$ cat src/rtl/battle_pkg.sv
// Shared coordinate type, box FSM states and screen limits for the battle box.
package battle_pkg;
  typedef logic [9:0] coord_t;
  typedef enum logic [1:0] {IDLE, MOVE, DONE} state_t;
  localparam int unsigned SCREEN_W = 640;
  localparam int unsigned SCREEN_H = 480;
endpackage

$ cat src/rtl/box_edge_stepper.sv
// One box edge: moves toward its target by at most STEP when enabled.
// Purely combinational; the caller owns the edge register.
module box_edge_stepper
  import battle_pkg::*;
#(
  parameter int STEP = 4
) (
  input  coord_t cur,
  input  coord_t tgt,
  input  logic   en,
  output coord_t nxt,
  output logic   at_target
);
  localparam coord_t STEP_C = coord_t'(STEP);

  logic   up;
  coord_t diff;
  coord_t amt;

  always_comb begin
    up   = tgt > cur;
    diff = up ? (tgt - cur) : (cur - tgt);
    amt  = (diff > STEP_C) ? STEP_C : diff;
    nxt  = cur;
    if (en) nxt = up ? (cur + amt) : (cur - amt);
  end

  assign at_target = (cur == tgt);
endmodule

$ cat src/rtl/battle_box_border.sv
// Animated battle box: accepts target boxes, glides edges per frame_tick,
// and flags border / inside pixels one Pclk after the scan position.
module battle_box_border
  import battle_pkg::*;
#(
  parameter int THICK = 5,
  parameter int STEP  = 4,
  parameter int RST_L = 196,
  parameter int RST_T = 196,
  parameter int RST_R = 444,
  parameter int RST_B = 444
) (
  input  logic       Pclk,
  input  logic       rst_n,
  input  logic [9:0] xx,
  input  logic [9:0] yy,
  input  logic       aactive,
  input  logic       frame_tick,
  input  logic       tgt_valid,
  input  logic [9:0] tgt_left,
  input  logic [9:0] tgt_top,
  input  logic [9:0] tgt_right,
  input  logic [9:0] tgt_bottom,
  output logic       tgt_ready,
  output logic       BorderOn,
  output logic       InsideOn,
  output logic       busy,
  output logic       done,
  output logic       err
);
  localparam logic [10:0] TH  = 11'(THICK);
  localparam logic [10:0] TH2 = 11'(2 * THICK);

  state_t state;
  coord_t bl, bt, br, bb;
  coord_t gl, gt, gr, gb;
  coord_t nl, nt, nr, nb;
  logic   al, at, ar, ab;
  logic   step_en, all_at, tgt_ok, tgt_same;

  assign step_en = (state == MOVE) && frame_tick;
  assign all_at  = al && at && ar && ab;

  box_edge_stepper #(.STEP(STEP)) u_left   (.cur(bl), .tgt(gl), .en(step_en), .nxt(nl), .at_target(al));
  box_edge_stepper #(.STEP(STEP)) u_top    (.cur(bt), .tgt(gt), .en(step_en), .nxt(nt), .at_target(at));
  box_edge_stepper #(.STEP(STEP)) u_right  (.cur(br), .tgt(gr), .en(step_en), .nxt(nr), .at_target(ar));
  box_edge_stepper #(.STEP(STEP)) u_bottom (.cur(bb), .tgt(gb), .en(step_en), .nxt(nb), .at_target(ab));

  // Widened to 11 bits so left+2*THICK cannot wrap past 1023.
  assign tgt_ok = ({1'b0, tgt_left} + TH2 < {1'b0, tgt_right})
               && ({1'b0, tgt_top} + TH2 < {1'b0, tgt_bottom})
               && ({1'b0, tgt_right} <= 11'(SCREEN_W))
               && ({1'b0, tgt_bottom} <= 11'(SCREEN_H));
  assign tgt_same = (tgt_left == bl) && (tgt_top == bt)
                 && (tgt_right == br) && (tgt_bottom == bb);

  always_ff @(posedge Pclk) begin
    if (!rst_n) begin
      state     <= IDLE;
      bl <= coord_t'(RST_L); bt <= coord_t'(RST_T);
      br <= coord_t'(RST_R); bb <= coord_t'(RST_B);
      gl <= coord_t'(RST_L); gt <= coord_t'(RST_T);
      gr <= coord_t'(RST_R); gb <= coord_t'(RST_B);
      tgt_ready <= 1'b1;
      busy      <= 1'b0;
      done      <= 1'b0;
      err       <= 1'b0;
    end else begin
      done <= 1'b0;
      err  <= 1'b0;
      case (state)
        IDLE: begin
          if (tgt_valid && tgt_ready) begin
            if (!tgt_ok) begin
              err <= 1'b1;
            end else begin
              gl <= tgt_left;  gt <= tgt_top;
              gr <= tgt_right; gb <= tgt_bottom;
              tgt_ready <= 1'b0;
              if (tgt_same) begin
                state <= DONE;
              end else begin
                state <= MOVE;
                busy  <= 1'b1;
              end
            end
          end
        end
        MOVE: begin
          if (all_at) begin
            state <= DONE;
            busy  <= 1'b0;
          end else if (step_en) begin
            bl <= nl; bt <= nt; br <= nr; bb <= nb;
          end
        end
        DONE: begin
          done      <= 1'b1;
          tgt_ready <= 1'b1;
          state     <= IDLE;
        end
        default: state <= IDLE;
      endcase
    end
  end

  logic [10:0] x11, y11;
  logic        outer, inner;

  // Inner upper bounds use xx+THICK < R rather than R-THICK to avoid underflow.
  always_comb begin
    x11   = {1'b0, xx};
    y11   = {1'b0, yy};
    outer = (xx >= bl) && (xx < br) && (yy >= bt) && (yy < bb);
    inner = (x11 >= {1'b0, bl} + TH) && (x11 + TH < {1'b0, br})
         && (y11 >= {1'b0, bt} + TH) && (y11 + TH < {1'b0, bb});
  end

  always_ff @(posedge Pclk) begin
    if (!rst_n) begin
      BorderOn <= 1'b0;
      InsideOn <= 1'b0;
    end else begin
      BorderOn <= aactive && outer && !inner;
      InsideOn <= aactive && inner;
    end
  end
endmodule
$ cat config.mk
export PLATFORM = sky130hd
export DESIGN_NAME = battle_box_border
export DESIGN_NICKNAME = d
export VERILOG_FILES = /design/src/rtl/battle_pkg.sv /design/src/rtl/box_edge_stepper.sv /design/src/rtl/battle_box_border.sv
export SDC_FILE = /design/constraint.sdc
export NUM_CORES = 1
export LEC_CHECK = 0
export CAP_MARGIN = 30
export CORE_MARGIN = 2
export CORE_UTILIZATION = 35
export CTS_BUF_LIST = sky130_fd_sc_hd__clkbuf_8 sky130_fd_sc_hd__clkbuf_16
export CTS_CLUSTER_SIZE = 14
export DETAILED_ROUTE_END_ITERATION = 16
export DONT_BUFFER_PORTS = 1
export GPL_ROUTABILITY_DRIVEN = 1
export HOLD_SLACK_MARGIN = 0.02
export PLACE_DENSITY = 0.61
export SYNTH_ARGS = -nofsm -noshare
export SYNTH_HDL_FRONTEND = slang
export SYNTH_HIERARCHICAL = 1
export SYNTH_SLANG_ARGS = --single-unit
$ cat constraint.sdc
create_clock -name Pclk -period 7.65 [get_ports Pclk]
set_input_delay 0.765 -clock Pclk [delete_from_list [all_inputs] [get_ports Pclk]]
set_output_delay 0.765 -clock Pclk [all_outputs]
set_load 0.1 [all_outputs]
# After elaboration in Yosys (flattened, before gate mapping)
# Index checks and enable logic that the tools add are counted.
# op_classes
add_sub_neg	22
mul	0
n_div	0
order_cmp	20
n_eq_ne	14
shifts	0
n_mux	27
bitwise_logic	1
reduce_logical	30
# op_table
operator	count
two-way mux 10 bit	12
subtractor 10 bit	12
equality test 10 bit	8
adder 10 x 3 -> 11 bit (second input constant)	4
less-than comparator 11 x 10 -> 1 bit	4
adder 10 bit	4
greater-than comparator 10 bit	4
greater-than comparator 10 x 3 -> 1 bit (second input constant)	4
adder 10 x 4 -> 11 bit (second input constant)	2
greater-or-equal comparator 10 x 11 -> 1 bit	2
greater-or-equal comparator 10 bit	2
logical AND 1 bit	20
less-than comparator 10 bit	2
AND reduction 3 bit	5
less-or-equal comparator 10 bit (second input constant)	1
less-or-equal comparator 10 x 9 -> 1 bit (second input constant)	1
two-way mux 1 bit	8
two-way mux 2 bit	4
inequality test 2 bit (second input constant)	4
AND reduction 5 bit	1
one-hot mux 1 bit (2 select lines)	2
one-hot mux 2 bit (2 select lines)	1
nonzero test 2 bit	2
equality test 2 x 1 -> 1 bit (second input constant)	1
other kinds (4)	4
# totals
reg_bits	88
latchBits	0
ramBits	0
mem_bits_ro	0
mem_count	0

# Longest topological paths before layout
# Gate-level depths: netlist of the first run.
# depth
depth_word	8
mapped_depth	29

# By module
# The synthesis of the first run kept the hierarchy.
# modules_own_cells
mod	instances	cells_each	area_per_inst_um2
battle_box_border	1	828	6845.3
box_edge_stepper (u_bottom ...)	3	226	1635.3
box_edge_stepper (u_top)	1	260	1798.0

# Worst setup path before layout of the first run
# No wires, ideal clock.
# synth_timing
path_kind	register to register
startpoint	register bt[1]
endpoint	register bt[9]
t_arrival_ns	5.917
setup_slack_ns	1.601
path_stages_with_launch	26
path_buffers	0
period_less_slack_ns	6.049
cell_sequence	dfxtp_1 inv_1 fa_1 a21o_1 a221oi_2 or3_1 nand2_2 or4_4 or4_4 nand3_4 nand3_1 ha_1 or2b_1 nand2b_1 o32ai_1 a311oi_1 ha_1 o21ai_0 a21oi_1 o41ai_1 o21ai_0 and4_1 a2111oi_0 o211ai_1 nand2_1 a21oi_1
# synth_between
elab_chain_cells	6
# synth_rtl
item	line	text
start: declaration	battle_box_border.sv:35	coord_t bl, bt, br, bb;
start signal: assignment	battle_box_border.sv:60	bl <= coord_t'(RST_L); bt <= coord_t'(RST_T);
start signal: assignment	battle_box_border.sv:94	bl <= nl; bt <= nt; br <= nr; bb <= nb;
subtractor 10 bit / greater-than comparator 10 bit (equally long branches)	box_edge_stepper.sv:22, box_edge_stepper.sv:21	
two-way mux 10 bit	box_edge_stepper.sv:22	diff = up ? (tgt - cur) : (cur - tgt);
greater-than comparator 10 x 3 -> 1 bit	box_edge_stepper.sv:23	amt = (diff > STEP_C) ? STEP_C : diff;
two-way mux 10 bit	box_edge_stepper.sv:23	
subtractor 10 bit / adder 10 bit (equally long branches)	box_edge_stepper.sv:25	if (en) nxt = up ? (cur + amt) : (cur - amt);
two-way mux 10 bit *	box_edge_stepper.sv:25	
net nt[9]	battle_box_border.sv:37	coord_t nl, nt, nr, nb;
# Mark *: on every way through the listed nets, which the timed path passes. The rest lies on a longest branch.
# A chain may end at the register's enable or synchronous reset.

# Final worst setup path of the first run
# Ends and elaborated chain as after synthesis.

==> flow_summary.json, run 1 <==
{
  "synth-main-ff-cell": "dfxtp_1",
  "required_ps": 7900,
  "gp_congestion": 0.9264,
  "syn_inst": 1766,
  "mostFrequentLayoutCell": "ha_1",
  "synth_top_family_by_area": "compound AO/OA/AOI/OAI gates",
  "synthesis.area_um2": 13550,
  "reg2reg_from": "bt[1]$_SDFFE_PN0P_",
  "cts_setup_buffers": 0,
  "cp_max_fo": 8,
  "layout_common_cells": "216 x ha_1, 190 x inv_1, 154 x nand2_1",
  "setup_viol": 0,
  "syn-num-nets": 2059,
  "period_needed_ps": 6891,
  "min-delay-start": "rst_n",
  "holdPathEnd": "tgt_ready$_SDFFE_PN1P_",
  "muxShareOfSynthArea": 0.01699,
  "synth.avg_cell_area_um2": 7.672,
  "synth_edf_count": 0,
  "synth_compound_area_frac": 0.2814,
  "dp_slack_ps": 832.4,
  "max-vdd-ir-drop_mv": 0.08012,
  "finalSetupTns_ps": 0,
  "die_area_um2": 40300,
  "ant_nets": 0,
  "fin_skew_ps": 10.63,
  "yosys-top-cells-area": "ha_1 20%, dfxtp_1 13%, inv_1 5.2%, a21oi_1 4.7%, xnor2_1 4.5%",
  "worstMarginPinSlew_ps": 976.0,
  "power-per-cell-area_nw_per_um2": 168.2,
  "die_x_um": 200.8,
  "rows": 72,
  "first_iter_violations": 811,
  "r2r-end": "bt[9]$_SDFFE_PN0P_",
  "synth_xor_area_frac": 0.08339,
  "cts_hold_buf": 0,
  "min_period_over_period": 0.9007,
  "hold_violations": 0,
  "worstHoldPathCells": 1,
  "first_global_vias": 12770,
  "die_h_um": 200.8,
  "drc": 0,
  "area_growth_pct": 4.322,
  "antenna_found_initial": 1,
  "coreArea_um2": 38470,
  "drive_gt1_frac": 0.05771,
  "setup_ws_ps": 759.3,
  "synth.distinct_cells": 93,
  "synth_warnings": 6,
  "track_usage": 0.2168,
  "path_class": "flop to flop",
  "n_antenna_cell": 0,
  "dr.pass1.iters": 5,
  "cp_data_arrival_time_ps": 7140,
  "cts_tree": "done",
  "routed_wl_um": 43860,
  "start_kind": "flop",
  "status": "finished, final reports clean",
  "clk_pin_slew_ps": 70,
  "cts_max_path_buffers": 2,
  "reg2reg_depth": 25,
  "drv_cap": 0,
  "cp-end-kind": "flop",
  "routedWlPerCell_um": 19.79,
  "dp_hpwl_um": 34270,
  "final_max_slew_viol_count": 0,
  "fmax_mhz": 145.1,
  "synth_top_area_cell": "ha_1",
  "yosys.area_share.simple": 0.1825,
  "nNetsFinal": 1986,
  "synth_seq_cells": 88,
  "start_util": 0.3522,
  "synth_top_area_frac": 0.1995,
  "vias_per_cell": 5.774,
  "ys_seq_area_frac": 0.1300,
  "cts_made_buffers": 9,
  "vias": 12800,
  "ioPinCount": 71,
  "slew_headroom": 0.3484,
  "leakage_uw": 0.006098,
  "cts_root_buffer": "clkbuf_16",
  "portBuffers": 0,
  "hp-class": "input pin to flop",
  "rsz0062_at_grt": "false",
  "synthArstFlopShare": 0,
  "grt_pass1_wl_um": 70250,
  "grt.overflow.total": 0,
  "postCtsResizedCells": 0,
  "synth_fa_ha_area_frac": 0.2172,
  "grt_max_degree": 73,
  "h-tree-depth": 3,
  "cts.sinks": 88,
  "clk_latency_ps": 370,
  "reg2reg_slack_ps": 760
}
-- logic make-up after synthesis --
logic type	after synthesis
buffers and inverters	287
AO/OA/AOI/OAI	545
XOR/XNOR	129
adder cells (fa/ha/maj)	228
AND/OR/NAND/NOR	466
multiplexers	23
flip-flops	88
-- synthesized netlist by cell type, drive strengths merged, types with 10 or more instances --
cell and count:
mux2i 23, nor2 70, o31ai 39, inv 193, a211oi 11, nand3 28, a21oi 130, o21a 26
xor2 59, dfxtp 88, a31oi 26, clkbuf 37, xnor2 70, a21o 47, and3 15, a2111oi 11
nand2 155, ha 216, buf 57, o21ai 109, o211ai 41, nor4 27, o311ai 11, nand3b 12
or2 10, nand4 42, nand2b 21, o2111ai 16, a221oi 16, fa 12, nor2b 15, nor3 31
-- layer usage --
metal | up-vias | GRT usage | part of all wire
li1 | 6265 | - | -
met1 | 6081 | 0.2696 | 0.44
met2 | 351 | 0.3667 | 0.47
met3 | 97 | 0.03799 | 0.055
met4 | 2 | 0.09603 | 0.042
met5 | - | 0 | 0.00030
-- sequential cells by signal, summed over array words and instances, names as in the netlist --
signal / count
err: 1
tgt_ready: 1
gr: 10
state: 2
gb: 10
bb: 10
bt: 10
busy: 1
gt: 10
BorderOn: 1
InsideOn: 1
br: 10
done: 1
bl: 10
gl: 10
-- power breakdown --
part,leakage (µW),switching (µW),internal [µW]
Sequential,0.000713,24.5,471
Combinational,0.00523,852,584
Clock,0.000150,199,248
-- area by class of cell --
type / instances / area (µm²)
Clock buffer: 9 / 225.2
Clock inverter: 7 / 57.56
Fill cell: 4087 / 24330
Inverter: 193 / 724.4
Multi-Input combinational cell: 1391 / 10610
Sequential cell: 88 / 1762
Tap cell: 518 / 648.1
Timing Repair Buffer: 10 / 103.9
-- worst max-delay path by stage --
stage                       startpoint            endpoint  slack (ps)  cells past startpoint
floorplan           bt[1]$_SDFFE_PN0P_  bt[9]$_SDFFE_PN0P_        1600                     25
global placement    bt[2]$_SDFFE_PN1P_  bt[9]$_SDFFE_PN0P_         970                     25
detailed placement  bt[2]$_SDFFE_PN1P_  bt[9]$_SDFFE_PN0P_         830                     25
CTS                 bt[1]$_SDFFE_PN0P_  bt[9]$_SDFFE_PN0P_         810                     25
global route        bt[1]$_SDFFE_PN0P_  bt[9]$_SDFFE_PN0P_          70                     25
finish              bt[1]$_SDFFE_PN0P_  bt[9]$_SDFFE_PN0P_         760                     25
-- critical path, stage by stage, from the launching register on --
cell and delay [ps]:
dfxtp_1 510, inv_1 230, fa_1 530, a21o_1 230, a221oi_2 320, or3_1 170, nand2_2 110, or4_4 570
o32ai_1 440, or2_1 310, nand3_1 120, ha_1 260, or2b_1 270, nand2_1 80, o32ai_1 80, a311oi_1 300
ha_1 320, o21ai_0 120, a21oi_1 130, o41ai_1 390, o21ai_0 320, and4_1 300, a2111oi_0 360, o211ai_1 150
nand2_1 90, a21oi_1 70
-- stage by stage --
| stage | power (µW) | hold slack, ps | utilization | area (µm²) | cells |
|---|---|---|---|---|---|
| floorplan | 1650 | 450.4 | - | 13550 | 1766 |
| global placement | 1887 | 461.2 | 0.3588 | 13800 | 2197 |
| detailed placement | 1912 | 481.1 | 0.3593 | 13820 | 2198 |
| CTS | 2366 | 478.4 | 0.3666 | 14100 | 2214 |
| global route | 2567 | 483.5 | 0.3675 | 14130 | 2216 |
| finish | 2378 | 485.8 | 0.3675 | 14130 | 2216 |
Power figures use the tool's default switching activity.
==> run 2, diff against run 1 <==
--- a/config.mk
+++ b/config.mk
@@ -5,7 +5,7 @@
 export SDC_FILE = /design/constraint.sdc
 export NUM_CORES = 1
 export LEC_CHECK = 0
-export CAP_MARGIN = 30
+export CAP_MARGIN = 10
 export CORE_MARGIN = 2
 export CORE_UTILIZATION = 35
 export CTS_BUF_LIST = sky130_fd_sc_hd__clkbuf_8 sky130_fd_sc_hd__clkbuf_16
==> constraint.sdc (replaced) <==
create_clock -name Pclk -period 7.65 [get_ports Pclk]
set_input_delay 1.9125 -clock Pclk [delete_from_list [all_inputs] [get_ports Pclk]]
set_output_delay 1.9125 -clock Pclk [all_outputs]
set_load 0.1 [all_outputs]
==> run 2 against run 1 <==
  * Cell count shrank 0.18%
  * Clock skew grew 6.6 ps
  * Critical path type unchanged
  * Critical endpoint unchanged
  * Design area down 0.12%
  * Wire length is 0.29% higher
  * Largest cell class unchanged
==> flow_summary.json, run 2 (synthesis gave the netlist of run 1 again) <==
{
  "cp-end-kind": "flop",
  "hold_slack_ps": 477.8,
  "cts_hold_buf": 0,
  "finalSetupTns_ps": 0,
  "cts_tree": "done",
  "path_class": "flop to flop",
  "mostFrequentLayoutCell": "ha_1",
  "max-vdd-ir-drop_mv": 0.09052,
  "rows": 72,
  "leakage_uw": 0.006065,
  "grt.overflow.total": 0,
  "reg2reg_from": "bt[1]$_SDFFE_PN0P_",
  "routed_wl_um": 43980,
  "cp-startpoint": "bt[1]$_SDFFE_PN0P_",
  "vias_per_cell": 5.789,
  "slew_headroom": 0.2471,
  "layout_common_cells": "215 x ha_1, 186 x inv_1, 154 x nand2_1",
  "cts_max_path_buffers": 2,
  "gp_congestion": 0.9171,
  "power-per-cell-area_nw_per_um2": 171.3,
  "hold_violations": 0,
  "drc": 0,
  "dp.cells": 2196,
  "cp_data_arrival_time_ps": 7130,
  "fin_skew_ps": 17.19,
  "cts_setup_buffers": 0,
  "status": "finished, final reports clean",
  "clk_pin_slew_ps": 70,
  "drv_cap": 0,
  "coreArea_um2": 38470,
  "grt_max_degree": 69,
  "min-delay-start": "gr[9]$_SDFFE_PN0P_",
  "finalNonFillerCells": 2212,
  "min_period_over_period": 0.9058,
  "final_max_slew_viol_count": 0,
  "die_x_um": 200.8,
  "first_global_vias": 12660,
  "cts.sinks": 88,
  "die_area_um2": 40300,
  "start_kind": "flop",
  "fill_cells": 3978,
  "track_usage": 0.2162,
  "dr.pass1.iters": 5,
  "nNetsFinal": 1982,
  "period_needed_ps": 6929,
  "setup_viol": 0,
  "rsz0062_at_grt": "false",
  "portBuffers": 0,
  "fmax_mhz": 144.3,
  "cts_made_buffers": 9,
  "die_h_um": 200.8,
  "ant_nets": 0,
  "cp_max_fo": 8,
  "required_ps": 7850,
  "vias": 12810,
  "antenna_found_initial": 1,
  "first_iter_violations": 710,
  "hp-class": "flop to flop",
  "routedWlPerCell_um": 19.88,
  "h-tree-depth": 3,
  "ioPinCount": 71,
  "clk_latency_ps": 370,
  "worstMarginPinSlew_ps": 1128,
  "start_util": 0.3522,
  "n_antenna_cell": 0,
  "drive_gt1_frac": 0.05903,
  "cts_root_buffer": "clkbuf_16",
  "area_growth_pct": 4.193,
  "grt_pass1_wl_um": 69830,
  "dp_hpwl_um": 34570
}
## run 2: cell count changes in the layout (fill, tap and decap cells not counted), sizes merged
cell,previous run,this run
inv,197,193
buf,9,6
clkinvlp,1,3
bufinv,1,2
clkbuf,10,9
clkinv,1,2
## run 2: final cells by class
| cell class | instances | area, µm² | share of cell area |
|---|---|---|---|
| Multi-Input combinational cell | 1391 | 10620 | 0.7520 |
| Clock buffer | 9 | 225.2 | 0.01595 |
| Timing Repair Buffer | 6 | 45.04 | 0.003191 |
| Tap cell | 518 | 648.1 | 0.04591 |
| Inverter | 193 | 724.4 | 0.05132 |
| Sequential cell | 88 | 1762 | 0.1248 |
| Clock inverter | 7 | 96.34 | 0.006824 |
## run 2: path summary, 6_finish.rpt
check	end	slack, ps	cells after the start
min	gr[9]$_SDFFE_PN0P_	480	2
max	bt[9]$_SDFFE_PN0P_	720	25
max reg2reg	bt[9]$_SDFFE_PN0P_	720	25
min reg2reg	gr[9]$_SDFFE_PN0P_	480	2
## run 2: worst max-delay path, cell delays in order (launching register included)
cell	delay, ps
dfxtp_1	500
inv_1	220
fa_1	520
a21o_1	230
a221oi_2	330
or3_1	180
nand2_2	110
or4_4	570
o32ai_1	430
or2_1	290
nand3_1	110
ha_1	260
or2b_1	270
nand2b_1	90
o32ai_1	80
a311oi_1	300
ha_1	310
o21ai_0	110
a21oi_1	130
o41ai_1	420
o21ai_0	330
and4_1	300
a2111oi_0	360
o211ai_1	150
nand2_1	90
a21oi_1	70
## run 2: layer usage
| metal | global-route usage | up-vias | share of wire |
|---|---|---|---|
| li1 | - | 6256 | - |
| met1 | 0.2645 | 6102 | 0.44 |
| met2 | 0.3657 | 342 | 0.46 |
| met3 | 0.03571 | 104 | 0.050 |
| met4 | 0.1111 | 2 | 0.047 |
| met5 | 0 | - | 0.00030 |
## run 2: where the power goes
| group | switching [µW] | total (µW) | leakage (µW) | internal, µW |
|---|---|---|---|---|
| registers | 26.9 | 498 | 0.000713 | 471 |
| clock network | 207 | 493 | 0.000148 | 286 |
| logic | 846 | 1430 | 0.00521 | 581 |
## run 2: what timing repair did
action,4_1_cts,5_1_grt
resized for setup,0,1
endpoints found under the hold margin,0,0
endpoints found under the setup margin,0,1
## run 2: stage by stage
step                      setup slack [ps]  instance area [µm²]  power, µW    util
after detailed placement             712.1                13790       1910  0.3586
final                                720.9                14120       2418  0.3670
after global placement               956.2                13790       1883  0.3586
after floorplan                       1601                13550       1650       -
after global routing                 5.258                14120       2609  0.3670
after CTS                            707.5                14110       2410  0.3669
